==> config.mk <==
export PLATFORM = sky130hd
export DESIGN_NAME = dmem_arbiter
export DESIGN_NICKNAME = d
export VERILOG_FILES = /design/src/rtl/dmem_arbiter.sv
export SDC_FILE = /design/constraint.sdc
export NUM_CORES = 1
export LEC_CHECK = 0
export CAP_MARGIN = 20
export CORE_MARGIN = 3
export CORE_UTILIZATION = 36
export DETAILED_ROUTE_END_ITERATION = 12
export GPL_TIMING_DRIVEN = 0
export PLACE_DENSITY_LB_ADDON = 0.3
export SLEW_MARGIN = 20
export SYNTH_ARGS = -nofsm -noshare
export SYNTH_HDL_FRONTEND = slang
export SYNTH_SLANG_ARGS = --single-unit
==> constraint.sdc <==
create_clock -name clk -period 1.69 [get_ports clk]
set_input_delay 0.169 -clock clk [delete_from_list [all_inputs] [get_ports clk]]
set_output_delay 0.169 -clock clk [all_outputs]
set_load 0.05 [all_outputs]
==> src/rtl/dmem_arbiter.sv <==
`default_nettype none
// ============================================================================
// Module      : dmem_arbiter
// Description : Shares a single-port data memory between the pipeline MEM
//               stage (CPU port) and a debug/loader port (DBG port). One
//               access is in flight at a time: IDLE -> ISSUE -> WAIT -> RESP.
//               The winner's command is captured in IDLE, presented to the
//               memory for one ISSUE cycle, read data is captured after
//               MEM_LATENCY cycles and the access completes with a one-cycle
//               rvalid pulse in RESP.
// Revision    : 1.0 - initial release
// ----------------------------------------------------------------------------
// Parameters  : DATA_W       data word width
//               ADDR_W       byte address width (passed to memory unchanged)
//               MEM_LATENCY  cycles from mem_en to valid mem_rdata (>= 1)
// Ports       : clk                          rising-edge clock
//               reset                        asynchronous, active-low reset
//               cpu_req/we/addr/wdata        CPU command (held until cpu_gnt)
//               cpu_gnt                      1-cycle pulse, command captured
//               cpu_rvalid                   1-cycle pulse, access complete
//               cpu_rdata                    CPU read data, held after rvalid
//               cpu_stall                    pipeline stall request
//               dbg_*                        DBG equivalents of the CPU ports
//               mem_en/we/addr/wdata         memory command
//               mem_rdata                    memory read data
// Build macro : DMEM_ARB_RR_EN - when defined, ties are resolved round-robin
//               against the last owner; otherwise the CPU always wins ties.
// ============================================================================
module dmem_arbiter #(
  parameter int DATA_W      = 32,
  parameter int ADDR_W      = 32,
  parameter int MEM_LATENCY = 1
) (
  input  logic              clk,
  input  logic              reset,
  input  logic              cpu_req,
  input  logic              cpu_we,
  input  logic [ADDR_W-1:0] cpu_addr,
  input  logic [DATA_W-1:0] cpu_wdata,
  output logic              cpu_gnt,
  output logic              cpu_rvalid,
  output logic [DATA_W-1:0] cpu_rdata,
  output logic              cpu_stall,
  input  logic              dbg_req,
  input  logic              dbg_we,
  input  logic [ADDR_W-1:0] dbg_addr,
  input  logic [DATA_W-1:0] dbg_wdata,
  output logic              dbg_gnt,
  output logic              dbg_rvalid,
  output logic [DATA_W-1:0] dbg_rdata,
  output logic              mem_en,
  output logic              mem_we,
  output logic [ADDR_W-1:0] mem_addr,
  output logic [DATA_W-1:0] mem_wdata,
  input  logic [DATA_W-1:0] mem_rdata
);

  typedef enum logic [1:0] {
    ST_IDLE  = 2'd0,
    ST_ISSUE = 2'd1,
    ST_WAIT  = 2'd2,
    ST_RESP  = 2'd3
  } state_t;

  localparam int              CNT_W    = (MEM_LATENCY > 1) ? $clog2(MEM_LATENCY) : 1;
  localparam logic [CNT_W-1:0] CNT_LOAD = CNT_W'(MEM_LATENCY - 1);
  localparam logic            OWN_CPU  = 1'b0;
  localparam logic            OWN_DBG  = 1'b1;

  state_t              state_q,     state_d;
  logic [CNT_W-1:0]    cnt_q,       cnt_d;
  logic                owner_q,     owner_d;    // doubles as last_owner
  logic                cmd_we_q,    cmd_we_d;
  logic                mem_en_q,    mem_en_d;
  logic                mem_we_q,    mem_we_d;
  logic [ADDR_W-1:0]   mem_addr_q,  mem_addr_d;
  logic [DATA_W-1:0]   mem_wdata_q, mem_wdata_d;
  logic                cpu_gnt_q,   cpu_gnt_d;
  logic                dbg_gnt_q,   dbg_gnt_d;
  logic                cpu_rvalid_q, cpu_rvalid_d;
  logic                dbg_rvalid_q, dbg_rvalid_d;
  logic [DATA_W-1:0]   cpu_rdata_q, cpu_rdata_d;
  logic [DATA_W-1:0]   dbg_rdata_q, dbg_rdata_d;

  logic win_dbg;
  logic cpu_active;

  // Winner selection, only consulted in IDLE when at least one req is high.
  always_comb begin
`ifdef DMEM_ARB_RR_EN
    // On a tie the port that did not own the previous access wins.
    win_dbg = cpu_req ? (dbg_req & (owner_q == OWN_CPU)) : 1'b1;
`else
    win_dbg = ~cpu_req;
`endif
  end

  always_comb begin
    state_d      = state_q;
    cnt_d        = cnt_q;
    owner_d      = owner_q;
    cmd_we_d     = cmd_we_q;
    mem_en_d     = 1'b0;
    mem_we_d     = 1'b0;
    mem_addr_d   = mem_addr_q;
    mem_wdata_d  = mem_wdata_q;
    cpu_gnt_d    = 1'b0;
    dbg_gnt_d    = 1'b0;
    cpu_rvalid_d = 1'b0;
    dbg_rvalid_d = 1'b0;
    cpu_rdata_d  = cpu_rdata_q;
    dbg_rdata_d  = dbg_rdata_q;

    case (state_q)
      ST_IDLE: begin
        if (cpu_req | dbg_req) begin
          // Outputs are registered, so the ISSUE-cycle values are loaded here.
          state_d     = ST_ISSUE;
          owner_d     = win_dbg ? OWN_DBG : OWN_CPU;
          cmd_we_d    = win_dbg ? dbg_we    : cpu_we;
          mem_addr_d  = win_dbg ? dbg_addr  : cpu_addr;
          mem_wdata_d = win_dbg ? dbg_wdata : cpu_wdata;
          mem_we_d    = win_dbg ? dbg_we    : cpu_we;
          mem_en_d    = 1'b1;
          cpu_gnt_d   = ~win_dbg;
          dbg_gnt_d   = win_dbg;
        end
      end
      ST_ISSUE: begin
        state_d = ST_WAIT;
        cnt_d   = CNT_LOAD;
      end
      ST_WAIT: begin
        if (cnt_q == '0) begin
          state_d = ST_RESP;
          if (owner_q == OWN_DBG) begin
            dbg_rvalid_d = 1'b1;
            if (!cmd_we_q) dbg_rdata_d = mem_rdata;
          end else begin
            cpu_rvalid_d = 1'b1;
            if (!cmd_we_q) cpu_rdata_d = mem_rdata;
          end
        end else begin
          cnt_d = cnt_q - CNT_W'(1);
        end
      end
      ST_RESP: begin
        state_d = ST_IDLE;
      end
      default: begin
        state_d = ST_IDLE;
      end
    endcase
  end

  always_ff @(posedge clk or negedge reset) begin
    if (!reset) begin
      state_q      <= ST_IDLE;
      cnt_q        <= '0;
      owner_q      <= OWN_DBG;
      cmd_we_q     <= 1'b0;
      mem_en_q     <= 1'b0;
      mem_we_q     <= 1'b0;
      mem_addr_q   <= '0;
      mem_wdata_q  <= '0;
      cpu_gnt_q    <= 1'b0;
      dbg_gnt_q    <= 1'b0;
      cpu_rvalid_q <= 1'b0;
      dbg_rvalid_q <= 1'b0;
      cpu_rdata_q  <= '0;
      dbg_rdata_q  <= '0;
    end else begin
      state_q      <= state_d;
      cnt_q        <= cnt_d;
      owner_q      <= owner_d;
      cmd_we_q     <= cmd_we_d;
      mem_en_q     <= mem_en_d;
      mem_we_q     <= mem_we_d;
      mem_addr_q   <= mem_addr_d;
      mem_wdata_q  <= mem_wdata_d;
      cpu_gnt_q    <= cpu_gnt_d;
      dbg_gnt_q    <= dbg_gnt_d;
      cpu_rvalid_q <= cpu_rvalid_d;
      dbg_rvalid_q <= dbg_rvalid_d;
      cpu_rdata_q  <= cpu_rdata_d;
      dbg_rdata_q  <= dbg_rdata_d;
    end
  end

  // The CPU owns the in-flight access whenever the FSM is busy on its behalf;
  // otherwise a raised cpu_req simply stalls until it is served. Gated by
  // reset so the stall output is also 0 while reset is held.
  assign cpu_active = (owner_q == OWN_CPU) && (state_q != ST_IDLE);
  assign cpu_stall  = reset & (cpu_active ? ((state_q == ST_ISSUE) || (state_q == ST_WAIT))
                                          : (cpu_req & ~cpu_rvalid_q));

  assign cpu_gnt    = cpu_gnt_q;
  assign dbg_gnt    = dbg_gnt_q;
  assign cpu_rvalid = cpu_rvalid_q;
  assign dbg_rvalid = dbg_rvalid_q;
  assign cpu_rdata  = cpu_rdata_q;
  assign dbg_rdata  = dbg_rdata_q;
  assign mem_en     = mem_en_q;
  assign mem_we     = mem_we_q;
  assign mem_addr   = mem_addr_q;
  assign mem_wdata  = mem_wdata_q;

endmodule
`default_nettype wire

==> results_tabular.tex, run 1 <==
\begin{tabular}{lr}
\hline
Metric & Value \\
\hline
\multicolumn{2}{l}{\textbf{Drt}} \\
Via count & 5461 \\
Via-to-Cell Ratio & 5.31 \\
DRC marker count from the first detailed-route iteration & 252 \\
Uppermost routed layer & met5 \\
DR pass1 iterations & 4 \\
Final routed DRC violation total & 0 \\
Drt total wl & 21.6 mm \\
Post-DRT Antenna Nets & 0 \\
Total met3 wirelength after detailed routing & 1.93 mm \\
Total met2 wirelength after detailed routing & 11.0 mm \\
Routed length per placed instance & 21.1 um \\
Post-Route M1 WL & 8.32 mm \\
\multicolumn{2}{l}{\textbf{Job}} \\
Maximum capacitance violations & 0 \\
\multicolumn{2}{l}{\textbf{Power}} \\
Worst IR drop on VDD & 1210 uV \\
Sequential power share & 0.262 \\
Share of total power in the clock network & 0.181 \\
Internal Dissipation & 12.3 mW \\
Power Dens Cells & 2350 nW/um\^{}2 \\
Combinational group share of total power & 0.558 \\
Total power draw & 23.9 mW \\
Power dissipated by switching net loads & 11.6 mW \\
Sw frac & 0.485 \\
Reported leakage power & 4.33 nW \\
\multicolumn{2}{l}{\textbf{Final layout}} \\
Final \#Nets & 968 \\
Number of inserted filler cells in the final layout & 1275 \\
Proportion of layout cells with a drive suffix above 1 & 0.219 \\
Layout area overhead & 72.4\% \\
Diode count & 0 \\
\multicolumn{2}{l}{\textbf{Logic synthesis}} \\
List of most frequent post-synthesis cells & dfrtp\_1 (137), nor2\_1 (70), o22ai\_1 (65), o32ai\_1 (65), mux2\_2 (55) \\
Synth area leaders & dfrtp\_1 (58\%), mux2\_2 (10\%), o32ai\_1 (9.6\%), o22ai\_1 (6.9\%), nor2\_1 (4.5\%) \\
Ys Warns & 0 \\
Number of enable-type register cells in the synthesized netlist & 0 \\
Gate Count Post-Synth & 470 \\
Cell area after synthesis & 5900 sq um \\
Mean instance size in the synthesized netlist & 12.6 sq um \\
Library cell with the largest summed area after synthesis & dfrtp\_1 \\
Yosys cell types & 24 \\
Proportion of netlist area held by the largest area contributor & 0.581 \\
Most common flop cell mapped by yosys & dfrtp\_1 \\
Most frequent cell after synthesis & dfrtp\_1 \\
Net count after synthesis & 639 \\
Number of flip-flops and latches in the synthesized netlist & 138 \\
Share of flip-flops with an asynchronous set or reset after synthesis & 1.00 \\
Proportion of synthesized chip area in sequential cells & 0.585 \\
\multicolumn{2}{l}{\textbf{Worst setup path}} \\
Critical path buffer and inverter count & 2 \\
Largest delay share family, worst path & simple AND/OR/NAND/NOR gates \\
Critical Path RT & 1.52 ns \\
Slowest stage cell, crit path & dfrtp\_1 \\
Element type at the critical path start & register \\
Largest fanout on the critical path & 2 \\
Crit path capture type & primary output \\
Data arrival time of the critical path & 1.75 ns \\
CP cell instances & inv\_2 -> ha\_4 -> nor2\_2 -> or3b\_4 -> a21boi\_4 -> buf\_8 \\
Delay of the slowest cell on the worst path & 0.39 ns \\
Path type of the worst setup path & register to primary output \\
\multicolumn{2}{l}{\textbf{STA}} \\
RSZ-0062 raised after global routing & true \\
Worst-case setup margin in the final layout & -0.231 ns \\
Achievable Freq & 521 MHz \\
Final Setup Violations & 33 \\
Number of pins exceeding their max-slew limit in the final report & 0 \\
Final hold vios & 55 \\
Min Clock Period, post-route & 1.92 ns \\
Worst hold slack across all endpoints & -0.319 ns \\
Rel. slew slack & 0.406 \\
Final worst path period share & 1.14 \\
Post-Route Skew & 0.00737 ns \\
Slew of the pin with the lowest slew margin & 0.892 ns \\
\multicolumn{2}{l}{\textbf{Clock tree}} \\
CTS sink count & 138 \\
Source-to-sink clock delay at the later pin of the worst-skew pair & 0.41 ns \\
Clock tree from TritonCTS & done \\
H-Tree Depth & 4 \\
Root buffer selected by CTS & clkbuf\_16 \\
Clock slew seen by the registers of the worst setup and hold paths & 0.06 ns \\
TritonCTS buffer count & 17 \\
Clock buffer depth & 2 \\
\multicolumn{2}{l}{\textbf{Floorplan}} \\
Vert. Die Dim & 134 um \\
Chip Width & 134 um \\
Top Ports & 301 \\
Floorplan core area & 15900 sq um \\
Total die area & 18000 sq um \\
Row Count & 46 \\
Effective utilization at floorplan & 0.370 \\
\multicolumn{2}{l}{\textbf{Hold path}} \\
Worst Hold Class & input port to asynchronous set/reset pin \\
\multicolumn{2}{l}{\textbf{Global route}} \\
GRT Overall Usage & 0.235 \\
Remaining global-route overflow & 0 \\
First-pass GRT wire length & 32.9 mm \\
Number of antenna violations at the first check in global routing & 1 \\
Pin count of the biggest net entering global routing & 85 \\
Number of global-route vias before repair & 5886 \\
\multicolumn{2}{l}{\textbf{Placed design}} \\
HPWL after DPL & 15.8 mm \\
PortBufs & 299 \\
Gp weighted congestion & 0.851 \\
\multicolumn{2}{l}{\textbf{Outcome}} \\
Violations in the final reports & hold timing, setup timing \\
Run status & complete, but fails checks \\
\hline
\end{tabular}
-- repair_timing --
item                                   in CTS  in global routing
pin swaps                                   3                  3
buffers inserted                            6                  3
resized for setup                         177                 32
cloned                                      0                  3
endpoints found under the hold margin      55                 55
setup endpoints to repair                 217                 94
-- layout by cell type (no fill, tap or decap), types with 6 or more instances in the layout --
cell type        Yosys  routed
clkbuf_16            0      20
o22ai_1             65      65
nor2_1              70      69
dlygate4sd2_1        0     134
clkbuf_1            15      11
buf_6               10      14
mux2_4              10      10
mux2_2              55      55
bufinv_16            0       6
clkdlybuf4s50_1      0     163
dfrtp_1            137     137
buf_4                4      13
o32ai_1             65      40
o32ai_2              0      25
-- final cells by class --
cell class                      count  area [sq um]  share of cell area
Sequential cell                   138          3450               0.340
Timing Repair Buffer              311          3010               0.295
Multi-Input combinational cell    286          2400               0.236
Clock buffer                       22           484              0.0476
Buffer                             42           340              0.0334
Tap cell                          216           270              0.0266
Clock inverter                     10           210              0.0207
Inverter                            3          11.3             0.00111
-- flip-flops by register name, summed over array words and instances, names as in the netlist --
signal	cells
owner_q	1
cpu_gnt	1
dbg_gnt	1
dbg_rvalid	1
mem_we	1
cpu_rvalid	1
mem_addr	32
cpu_rdata	32
mem_wdata	32
cmd_we_q	1
state_q	2
mem_en	1
dbg_rdata	32
-- final timing paths --
check / startpoint / to / slack [ns] / cells past startpoint
worst max-delay path: state_q[1] / cpu_stall / -0.23 / 6
worst min-delay path: reset / dbg_rdata[10] / -0.32 / 1
worst max register to register: state_q[1] / cpu_rdata[20] / -0.07 / 7
worst min register to register: dbg_rdata[0] / dbg_rdata[0] / 0.50 / 1
max in group asynchronous: reset / owner_q / 1.21 / 2
min in group clk: cpu_req / state_q[0] / 0.19 / 4
-- per-layer routing --
| layer | vias up | track usage |
|---|---|---|
| met2 | 254 | 0.410 |
| met1 | 2716 | 0.274 |
| met4 | 2 | 0.0622 |
| met3 | 31 | 0.0893 |
| met5 | - | 0 |
| li1 | 2458 | - |
-- stage by stage --
step	instance area (sq um)	worst slack (ns)	TNS, ns	std cells	util
after global routing	10200	-0.285	-4.77	1028	0.638
after detailed placement	9210	-0.737	-17.71	986	0.578
final	10200	-0.231	-1.30	1028	0.638
after CTS	9920	-0.324	-1.02	1024	0.622
after global placement	9180	-5.08	-693.31	985	0.576
after floorplan	5910	0.00696	0	470	-
-- power by group through the flow --
stage               clock (mW)  sequential [mW]  combinational, mW
global route              4.54             6.45               14.0
detailed placement           0             6.29               13.9
finish                    4.32             6.25               13.3
global placement             0             6.17               13.7
CTS                       4.39             6.21               13.1
floorplan                    0             11.8               3.34
-- worst register-to-register path, cell delays in order (launching register included) --
cell and delay, ns:
dfrtp_1 0.36, buf_4 0.11, buf_4 0.12, ha_4 0.16, nor3b_4 0.18, buf_6 0.21, clkbuf_16 0.18, mux2_2 0.33
-- cell families after synthesis --
logic type,count (synthesis),share of synthesized area
simple gates,84,0.0604
compound gates,133,0.168
fa+ha+maj,3,0.00636
buf+inv,46,0.0475
mux,66,0.132
flops,138,0.585
Note: power is estimated with default switching activity, not from simulation.
==> inputs of run 2 (changes only) <==
--- a/config.mk
+++ b/config.mk
@@ -10,7 +10,7 @@
 export CORE_UTILIZATION = 36
 export DETAILED_ROUTE_END_ITERATION = 12
 export GPL_TIMING_DRIVEN = 0
-export PLACE_DENSITY_LB_ADDON = 0.3
+export PLACE_DENSITY_LB_ADDON = 0.25
 export SLEW_MARGIN = 20
 export SYNTH_ARGS = -nofsm -noshare
 export SYNTH_HDL_FRONTEND = slang
==> results_tabular.tex, run 2 (synthesis results as in run 1) <==
\begin{tabular}{lr}
\hline
Metric & Value \\
\hline
\multicolumn{2}{l}{\textbf{Clock tree}} \\
Source-to-sink clock delay at the later pin of the worst-skew pair & 0.42 ns (about the same) \\
TritonCTS buffer count & 17 (unchanged) \\
H-Tree Depth & 4 (unchanged) \\
Root buffer selected by CTS & clkbuf\_16 \\
Clock buffer depth & 2 (unchanged) \\
Clock slew seen by the registers of the worst setup and hold paths & 0.06 ns (about the same) \\
CTS sink count & 138 (unchanged) \\
Clock tree from TritonCTS & done \\
\multicolumn{2}{l}{\textbf{Outcome}} \\
Violations in the final reports & hold timing, setup timing \\
Run status & complete, but fails checks \\
\multicolumn{2}{l}{\textbf{Power}} \\
Power Dens Cells & 2280 nW/um\^{}2 (-2.8\%) \\
Reported leakage power & 4.35 nW (+0.42\%) \\
Total power draw & 23.4 mW (-2.2\%) \\
Worst IR drop on VDD & 1500 uV (+24\%) \\
\multicolumn{2}{l}{\textbf{Job}} \\
Maximum capacitance violations & 0 (unchanged) \\
\multicolumn{2}{l}{\textbf{Global route}} \\
Number of antenna violations at the first check in global routing & 0 (-1) \\
First-pass GRT wire length & 32.3 mm (-2.0\%) \\
GRT Overall Usage & 0.231 (-0.00460) \\
Pin count of the biggest net entering global routing & 81 (-4.7\%) \\
Remaining global-route overflow & 0 (unchanged) \\
Number of global-route vias before repair & 5859 (-0.46\%) \\
\multicolumn{2}{l}{\textbf{Drt}} \\
Via count & 5459 (-0.037\%) \\
Routed length per placed instance & 20.3 um (-3.5\%) \\
DR pass1 iterations & 4 (unchanged) \\
Final routed DRC violation total & 0 (unchanged) \\
Post-DRT Antenna Nets & 0 (unchanged) \\
DRC marker count from the first detailed-route iteration & 243 (-3.6\%) \\
Via-to-Cell Ratio & 5.28 (-0.62\%) \\
Drt total wl & 21.0 mm (-2.9\%) \\
\multicolumn{2}{l}{\textbf{Final layout}} \\
Proportion of layout cells with a drive suffix above 1 & 0.247 (+0.0277) \\
Commonest non-fill, non-tap cell in the layout & clkdlybuf4s50\_1 \\
Final design utilization & 0.643 (+0.00440) \\
Diode count & 0 (unchanged) \\
Cell area after layout & 10200 sq um (+0.69\%) \\
Number of inserted filler cells in the final layout & 1282 (+0.55\%) \\
Layout area overhead & 73.6\% \\
Final \#Nets & 974 (+0.62\%) \\
Commonest cells after routing, fill and taps aside & clkdlybuf4s50\_1 (163), dfrtp\_1 (137), dlygate4sd2\_1 (134) \\
\multicolumn{2}{l}{\textbf{Worst setup path}} \\
Data arrival time of the critical path & 1.79 ns (+0.04 ns) \\
Reg2Reg Capture Point & cpu\_rdata[13] \\
Worst reg2reg path depth & 7 (unchanged) \\
Delay of the slowest cell on the worst path & 0.40 ns (about the same) \\
Path type of the worst setup path & register to primary output \\
Element type at the critical path start & register \\
Largest fanout on the critical path & 2 (unchanged) \\
Critical Path RT & 1.52 ns (about the same) \\
R2R setup slack & -0.05 ns (+0.02 ns) \\
Crit path capture type & primary output \\
CP cell instances & inv\_2 -> ha\_4 -> nor2\_2 -> or3b\_4 -> a21boi\_4 -> buf\_8 \\
Slowest stage cell, crit path & or3b\_4 \\
Beginning of the worst register-to-register path & state\_q[1] \\
\multicolumn{2}{l}{\textbf{STA}} \\
Rel. slew slack & 0.464 (+0.0586) \\
Worst hold slack across all endpoints & -0.327 ns (-0.00787 ns) \\
Worst-case setup margin in the final layout & -0.271 ns (-0.0402 ns) \\
Final worst path period share & 1.16 (+0.0238) \\
Slew of the pin with the lowest slew margin & 0.804 ns (-0.0880 ns) \\
Final Setup Violations & 18 (-45\%) \\
Final hold vios & 59 (+7.3\%) \\
Min Clock Period, post-route & 1.96 ns (+0.0402 ns) \\
Number of pins exceeding their max-slew limit in the final report & 0 (unchanged) \\
RSZ-0062 raised after global routing & true \\
Post-Route Skew & 0.00739 ns (+0.0000167 ns) \\
Achievable Freq & 510 MHz (-2.0\%) \\
\multicolumn{2}{l}{\textbf{Floorplan}} \\
Top Ports & 301 (unchanged) \\
Vert. Die Dim & 134 um (unchanged) \\
Row Count & 46 (unchanged) \\
Total die area & 18000 sq um (unchanged) \\
Effective utilization at floorplan & 0.370 (unchanged) \\
Chip Width & 134 um (unchanged) \\
Floorplan core area & 15900 sq um (unchanged) \\
\multicolumn{2}{l}{\textbf{Placed design}} \\
PortBufs & 299 (unchanged) \\
Placed standard-cell area & 9210 sq um (unchanged) \\
HPWL after DPL & 15.5 mm (-1.7\%) \\
Worst slack at placement & -0.733 ns (+0.00415 ns) \\
Gp weighted congestion & 0.826 (-2.9\%) \\
\multicolumn{2}{l}{\textbf{Hold path}} \\
Worst Hold Class & input port to asynchronous set/reset pin \\
\hline
\end{tabular}
==> run 2: changes by cell type in the layout (fill, tap and decap cells not counted), sizes merged <==
cell and delta:
buf +5, clkinv +5, bufinv -4, clkbuf -4, clkinvlp +3, inv +1
==> run 2: repair_timing <==
item,in CTS,in global routing
cloned,0,3
gates resized for setup,174,69
endpoints found under the setup margin,217,92
pin swaps,2,4
setup buffers,5,10
hold endpoints to repair,59,59
==> run 2: area by class of cell <==
cell class,count,area [sq um],share of cell area
flip-flops and latches,138,3450,0.337
repair buffers,317,3050,0.298
multi-input cells,286,2520,0.246
clock buffers,17,425,0.0415
plain buffers,42,363,0.0354
well taps,216,270,0.0264
clock inverters,15,150,0.0147
inverters,3,11.3,0.00110
==> run 2: how the worst max path moves through the flow <==
stage	start	end
floorplan	state_q[0]	cpu_stall
global placement	reset	cpu_stall
detailed placement	state_q[0]	cpu_stall
CTS	state_q[1]	cpu_stall
global route	state_q[1]	cpu_stall
finish	state_q[1]	cpu_stall
==> run 2: routing by layer <==
layer | GRT usage | vias to the layer above | wire, um
met1 | 0.274 | 2687 | 8080
met2 | 0.396 | 264 | 10600
met5 | 0 | - | 0
met4 | 0.0713 | 0 | 519
li1 | - | 2472 | -
met3 | 0.0806 | 36 | 1810
==> run 2: per-stage QoR <==
step | cells | TNS, ns | hold WS [ns]
floorplan | 470 | 0 | -0.127
global placement | 985 | -697.49 | 0.486
detailed placement | 986 | -16.60 | 0.134
CTS | 1023 | -0.362 | -0.313
global route | 1034 | -2.24 | -0.310
finish | 1034 | -0.643 | -0.327
==> run 2: where the power goes <==
group          internal (mW)  switching (mW)
Clock                   2.17            1.44
Sequential              5.04            1.23
Combinational           4.52            9.00
==> run 2: worst max-delay path: cells and delay by family (launching register included) <==
kind                       cells  cell delay, ns
DFF                            1            0.39
adders and majority gates      1            0.14
and+or+nand+nor                2            0.44
buffers and inverters          2            0.24
AOI/OAI and AO/OA              1            0.17
==> inputs of run 3 (changes only) <==
--- a/config.mk
+++ b/config.mk
@@ -7,10 +7,11 @@
 export LEC_CHECK = 0
 export CAP_MARGIN = 20
 export CORE_MARGIN = 3
-export CORE_UTILIZATION = 36
+export CORE_UTILIZATION = 40
+export CTS_CLUSTER_DIAMETER = 40
 export DETAILED_ROUTE_END_ITERATION = 12
 export GPL_TIMING_DRIVEN = 0
-export PLACE_DENSITY_LB_ADDON = 0.25
+export PLACE_DENSITY_LB_ADDON = 0.2
 export SLEW_MARGIN = 20
 export SYNTH_ARGS = -nofsm -noshare
 export SYNTH_HDL_FRONTEND = slang
==> constraint.sdc (replaced) <==
create_clock -name clk -period 2.2 [get_ports clk]
set_input_delay 0.22 -clock clk [delete_from_list [all_inputs] [get_ports clk]]
set_output_delay 0.22 -clock clk [all_outputs]
set_load 0.05 [all_outputs]
==> results_tabular.tex, run 3 (synthesis results as in run 1) <==
\begin{tabular}{lr}
\hline
Metric & Value \\
\hline
\multicolumn{2}{l}{\textbf{Outcome}} \\
Run status & finished clean \\
\multicolumn{2}{l}{\textbf{Global route}} \\
Number of global-route vias before repair & 5804 (-0.94\%) \\
Pin count of the biggest net entering global routing & 96 (+19\%) \\
First-pass GRT wire length & 30.6 mm (-5.3\%) \\
Remaining global-route overflow & 0 (unchanged) \\
GRT Overall Usage & 0.239 (+0.00768) \\
Number of antenna violations at the first check in global routing & 0 (unchanged) \\
\multicolumn{2}{l}{\textbf{Clock tree}} \\
TritonCTS buffer count & 17 (unchanged) \\
Clock buffer depth & 2 (unchanged) \\
H-Tree Depth & 4 (unchanged) \\
Root buffer selected by CTS & clkbuf\_16 \\
Clock tree from TritonCTS & done \\
Clock slew seen by the registers of the worst setup and hold paths & 0.06 ns (about the same) \\
Source-to-sink clock delay at the later pin of the worst-skew pair & 0.42 ns (about the same) \\
CTS sink count & 138 (unchanged) \\
\multicolumn{2}{l}{\textbf{Hold path}} \\
End point of the most critical hold path & state\_q[0] \\
Worst Hold Class & input port to register \\
Hold Crit Depth & 4 \\
Startpoint of the worst hold path & cpu\_req \\
\multicolumn{2}{l}{\textbf{Placed design}} \\
Total placed cells including tap cells & 950 (-3.7\%) \\
Gp weighted congestion & 0.833 (+0.80\%) \\
HPWL after DPL & 14.7 mm (-5.3\%) \\
PortBufs & 299 (unchanged) \\
\multicolumn{2}{l}{\textbf{Floorplan}} \\
Floorplan core area & 14100 sq um (-11\%) \\
Chip Width & 127 um (-4.9\%) \\
Vert. Die Dim & 127 um (-4.9\%) \\
Effective utilization at floorplan & 0.417 (+0.0469) \\
Top Ports & 301 (unchanged) \\
Row Count & 43 (-6.5\%) \\
Total die area & 16200 sq um (-9.6\%) \\
\multicolumn{2}{l}{\textbf{Final layout}} \\
Cell Count, Final, Fillers Out & 985 (-4.7\%) \\
Diode count & 0 (unchanged) \\
Layout area overhead & 66.4\% \\
Proportion of layout cells with a drive suffix above 1 & 0.166 (-0.0805) \\
Final \#Nets & 961 (-1.3\%) \\
Commonest cells after routing, fill and taps aside & clkdlybuf4s50\_1 (297), dfrtp\_1 (137), nor2\_1 (70) \\
Number of inserted filler cells in the final layout & 1039 (-19\%) \\
Commonest non-fill, non-tap cell in the layout & clkdlybuf4s50\_1 \\
\multicolumn{2}{l}{\textbf{Drt}} \\
DR pass1 iterations & 4 (unchanged) \\
Routed length per placed instance & 19.8 um (-2.8\%) \\
DRC marker count from the first detailed-route iteration & 229 (-5.8\%) \\
Final routed DRC violation total & 0 (unchanged) \\
Via count & 5432 (-0.49\%) \\
Via-to-Cell Ratio & 5.51 (+4.5\%) \\
Drt total wl & 19.5 mm (-7.4\%) \\
Post-DRT Antenna Nets & 0 (unchanged) \\
\multicolumn{2}{l}{\textbf{STA}} \\
Min Clock Period, post-route & 2.09 ns \\
Post-Route Skew & 0.00500 ns (-0.00239 ns) \\
RSZ-0062 raised after global routing & false \\
Final hold vios & 0 (-100\%) \\
Achievable Freq & 478 MHz \\
Total negative setup slack & 0 ns (+0.643 ns) \\
Rel. slew slack & 0.624 (+0.160) \\
Number of pins exceeding their max-slew limit in the final report & 0 (unchanged) \\
Final worst path period share & 0.952 \\
Worst hold slack across all endpoints & 0.222 ns (+0.549 ns) \\
Final Setup Violations & 0 (-18) \\
Slew of the pin with the lowest slew margin & 0.562 ns (-0.242 ns) \\
\multicolumn{2}{l}{\textbf{Worst setup path}} \\
Element type at the critical path start & register \\
Reg2Reg Capture Point & mem\_addr[2] \\
Beginning of the worst register-to-register path & state\_q[1] \\
Delay of the slowest cell on the worst path & 0.39 ns (about the same) \\
Critical Path Most Common Cell & buf\_6 \\
CP cell instances & inv\_1 -> ha\_1 -> buf\_6 -> nor2\_1 -> or3b\_1 -> a21boi\_2 -> buf\_6 \\
Slowest stage cell, crit path & dfrtp\_1 \\
R2R setup slack & 0.31 ns (+0.36 ns) \\
Worst reg2reg path depth & 9 (+2) \\
Path type of the worst setup path & register to primary output \\
Critical path buffer and inverter count & 3 (+1) \\
Largest fanout on the critical path & 3 (+1) \\
Crit path capture type & primary output \\
Largest delay share family, worst path & simple AND/OR/NAND/NOR gates \\
Data arrival time of the critical path & 1.87 ns (+0.08 ns) \\
Critical Path RT & 1.98 ns (+0.46 ns) \\
\multicolumn{2}{l}{\textbf{Power}} \\
Worst IR drop on VDD & 1000 uV (-33\%) \\
Total power draw & 18.3 mW (-22\%) \\
Power Dens Cells & 1870 nW/um\^{}2 (-18\%) \\
Reported leakage power & 3.94 nW (-9.2\%) \\
\multicolumn{2}{l}{\textbf{Job}} \\
Maximum capacitance violations & 0 (unchanged) \\
\hline
\end{tabular}
==> run 3: layer usage <==
layer | vias up | track usage | part of all wire
met5 | - | 0 | 0
met4 | 0 | 0.0883 | 0.032
met3 | 48 | 0.0761 | 0.081
met2 | 268 | 0.414 | 0.52
met1 | 2669 | 0.276 | 0.37
li1 | 2447 | - | -
==> run 3: final cells by class <==
type | instances | area, sq um | share of cell area
clock inverter | 11 | 144 | 0.0147
tap | 180 | 225 | 0.0229
sequential | 138 | 3450 | 0.352
timing repair buffer | 303 | 3070 | 0.313
multi-input combinational | 286 | 2170 | 0.221
buffer | 43 | 273 | 0.0278
clock buffer | 21 | 470 | 0.0479
inverter | 3 | 11.3 | 0.00115
==> run 3: through the flow <==
stage	utilization	instance area [sq um]	worst slack, ns
after floorplan	-	5900	0.104
after global placement	0.645	9120	-4.47
after detailed placement	0.647	9150	-0.204
after CTS	0.693	9810	0.00509
after global routing	0.694	9820	0.0317
final	0.694	9820	0.106
==> run 3: worst min-delay path: cells and delay by family <==
kind | cells | cell delay [ns]
buffers and inverters | 1 | 0.11
muxes | 1 | 0.10
and+or+nand+nor | 2 | 0.16
==> run 3: worst max-delay path by stage <==
| stage | start | endpoint | slack, ns | cells past startpoint |
|---|---|---|---|---|
| floorplan | state_q[0] | cpu_stall | 0.10 | 6 |
| global placement | reset | cpu_stall | -4.47 | 3 |
| detailed placement | state_q[0] | cpu_stall | -0.20 | 7 |
| CTS | state_q[0] | cpu_stall | 0.005 | 7 |
| global route | state_q[1] | cpu_stall | 0.03 | 7 |
| finish | state_q[1] | cpu_stall | 0.11 | 7 |
==> run 3: power breakdown <==
part           internal (mW)  switching, mW  leakage [nW]
Clock                   1.87           1.07         0.291
Sequential              3.87          0.919          1.62
Combinational           3.91           6.71          2.03
Total                   9.65           8.70          3.94
==> run 3: what timing repair did <==
item                                    in CTS  in global routing
endpoints found under the setup margin       1                  1
buffers inserted                             0                  1
gates resized for setup                      8                  2
pin swaps                                    1                  0
endpoints found under the hold margin       44                  0
hold buffers                                 2                  0
==> RTL change (config.mk and constraints of run 3) <==
Put one more register stage on the output `dbg_rdata`, with the module's reset. The value now appears one clock later. The other outputs are not delayed to match.
--- a/src/rtl/dmem_arbiter.sv
+++ b/src/rtl/dmem_arbiter.sv
@@ -199,7 +199,13 @@
   assign cpu_rvalid = cpu_rvalid_q;
   assign dbg_rvalid = dbg_rvalid_q;
   assign cpu_rdata  = cpu_rdata_q;
-  assign dbg_rdata  = dbg_rdata_q;
+  always_ff @(posedge clk or negedge reset) begin
+    if (!reset) begin
+      dbg_rdata <= '0;
+    end else begin
+      dbg_rdata <= dbg_rdata_q;
+    end
+  end
   assign mem_en     = mem_en_q;
   assign mem_we     = mem_we_q;
   assign mem_addr   = mem_addr_q;
Check against the original RTL: not equivalent (Yosys sat finds a counterexample within 4 cycles, from zero or initial values and one cycle with reset low).
==> RTL change against run 3 <==
Sequential cell count is 32 higher. Synthesized cell count is 6.8% higher. Cell area is 8.5% higher. Routed wire length rose by 7.3%. Sequential power is 20% higher. Area after synthesis is 14% higher. Power rose by 6.0%. Global-route usage is 1.0 points lower. Worst setup slack got worse by 7.4 ps. Clock skew increased by 5.4 ps. Critical endpoint unchanged.
==> RTL change: results (changes against run 3) <==
- The run finished with clean final reports.
- The maximum VDD drop is 0.000929 V (-7.3%).
- The detailed placement HPWL is 15600 um (+5.9%).
- The total routing usage reported by global routing is 22.9% (-1.0 points).
- The headroom to the max-slew limit is 59.6% (-2.8 points).
- The fill cell instance count of the final layout came to 1174 (+13%).
- The clock skew is 10.4 ps (+5.42 ps).
- The via density per instance is 5.41 (-1.9%).
- The global-route wire length before repair is 32700 um (+6.8%).
- The number of cells in the finished layout apart from fillers is 1053 (+6.9%).
- The switching share of power is 46.4% (-1.0 points).
- The total leakage power came to 4.33 nW (+9.7%).
- The post-synthesis net count was 671 (+5.0%).
- The violation count after the first detailed-route iteration is 291 (+27%).
- The maximum number of pins on one net before global-route repair is 109 (+14%).
- The routability congestion estimate is 0.812 (-2.5%).
- The cell area after placement is 9990 sq um (+9.2%).
- The total wire length after detailed routing is 20900 um (+7.3%).
- The core occupancy in the finished layout came to 66.1% (-3.3 points).
- The mean post-synth cell area is 13.3 sq um (+6.3%).
- The share of post-route cells with drive strength above 1 was 16.4% (-0.26 points).
- The via count of the first global-routing pass is 6043 (+4.1%).
- Ranked by instance count, the synthesized netlist is headed by sky130_fd_sc_hd__dfrtp_1, sky130_fd_sc_hd__nor2_1, sky130_fd_sc_hd__o22ai_1, sky130_fd_sc_hd__o32ai_1, sky130_fd_sc_hd__mux2_2.
- The number of nets at the end of the flow came to 993 (+3.3%).
- The post-synthesis sequential area ratio is 63.5% (+5.0 points).
RTL change: kinds of logic (layout without fill, tap and decap cells):
kind of cell | after synthesis | in the layout | share of synthesized area, %
AND/OR/NAND/NOR | 84 | 84 | 5.36
flip-flops | 170 | 170 | 63.5
buffers and inverters | 46 | 380 | 4.09
adder cells (fa/ha/maj) | 3 | 3 | 0.560
other | 0 | 1 | 0
AO/OA/AOI/OAI | 133 | 133 | 14.8
multiplexers | 66 | 66 | 11.6
RTL change: per-stage QoR:
| stage | hold slack [ps] | TNS (ps) |
|---|---|---|
| final | 300 | 0 |
| after global routing | 357 | 0 |
| after CTS | 300 | 0 |
| after detailed placement | 202 | -298 |
| after global placement | 352 | -992980 |
| after floorplan | -75.6 | 0 |
RTL change: path summary, 6_finish.rpt:
check                           startpoint             to  slack (ps)  cells past startpoint
max                             state_q[1]      cpu_stall         100                      7
min                                cpu_req     state_q[0]         300                      4
max reg2reg                     state_q[1]    mem_addr[0]         290                      9
min reg2reg                dbg_rdata_q[20]  dbg_rdata[20]         370                      0
max in group asynchronous            reset        owner_q        1330                      3
min in group asynchronous            reset  mem_wdata[15]         380                      3
RTL change: layer usage:
metal | GRT usage (%) | wire (um) | vias to the layer above
li1 | - | - | 2553
met1 | 27.3 | 8040 | 2818
met2 | 38.6 | 10700 | 279
met3 | 7.06 | 1560 | 47
met4 | 9.13 | 612 | 0
met5 | 0 | 0 | -
RTL change: critical path, cell delays in order (launching register included):
cell and delay [ps]:
sky130_fd_sc_hd__dfrtp_1 400, sky130_fd_sc_hd__inv_1 80, sky130_fd_sc_hd__ha_1 150, sky130_fd_sc_hd__buf_6 90, sky130_fd_sc_hd__nor2_1 40, sky130_fd_sc_hd__or3b_1 360, sky130_fd_sc_hd__a21boi_2 160, sky130_fd_sc_hd__buf_6 180
RTL change: timing repair:
item                                   CTS  global route
endpoints found under the hold margin   63             0
setup endpoints to repair                1             1
pin swaps                                0             0
hold buffers                             2             0
gates cloned                             0             0
gates resized for setup                 10             0
buffers inserted                         0             1
RTL change: area by class of cell:
type | instances | area share, %
sequential | 170 | 39.9
timing repair buffer | 303 | 28.8
multi-input combinational | 286 | 20.4
clock buffer | 19 | 4.25
tap | 216 | 2.54
buffer | 43 | 2.50
clock inverter | 12 | 1.42
inverter | 3 | 0.106
antenna | 1 | 0.0235
RTL change: power groups by stage:
stage                     Clock (mW)  Sequential (mW)  Combinational, mW
final                           3.03             5.74               10.7
after global routing            3.25             5.93               11.2
after CTS                       3.11             5.74               10.7
after detailed placement           0             5.76               10.7
after global placement             0             5.66               10.5
after floorplan                    0             10.0               2.54
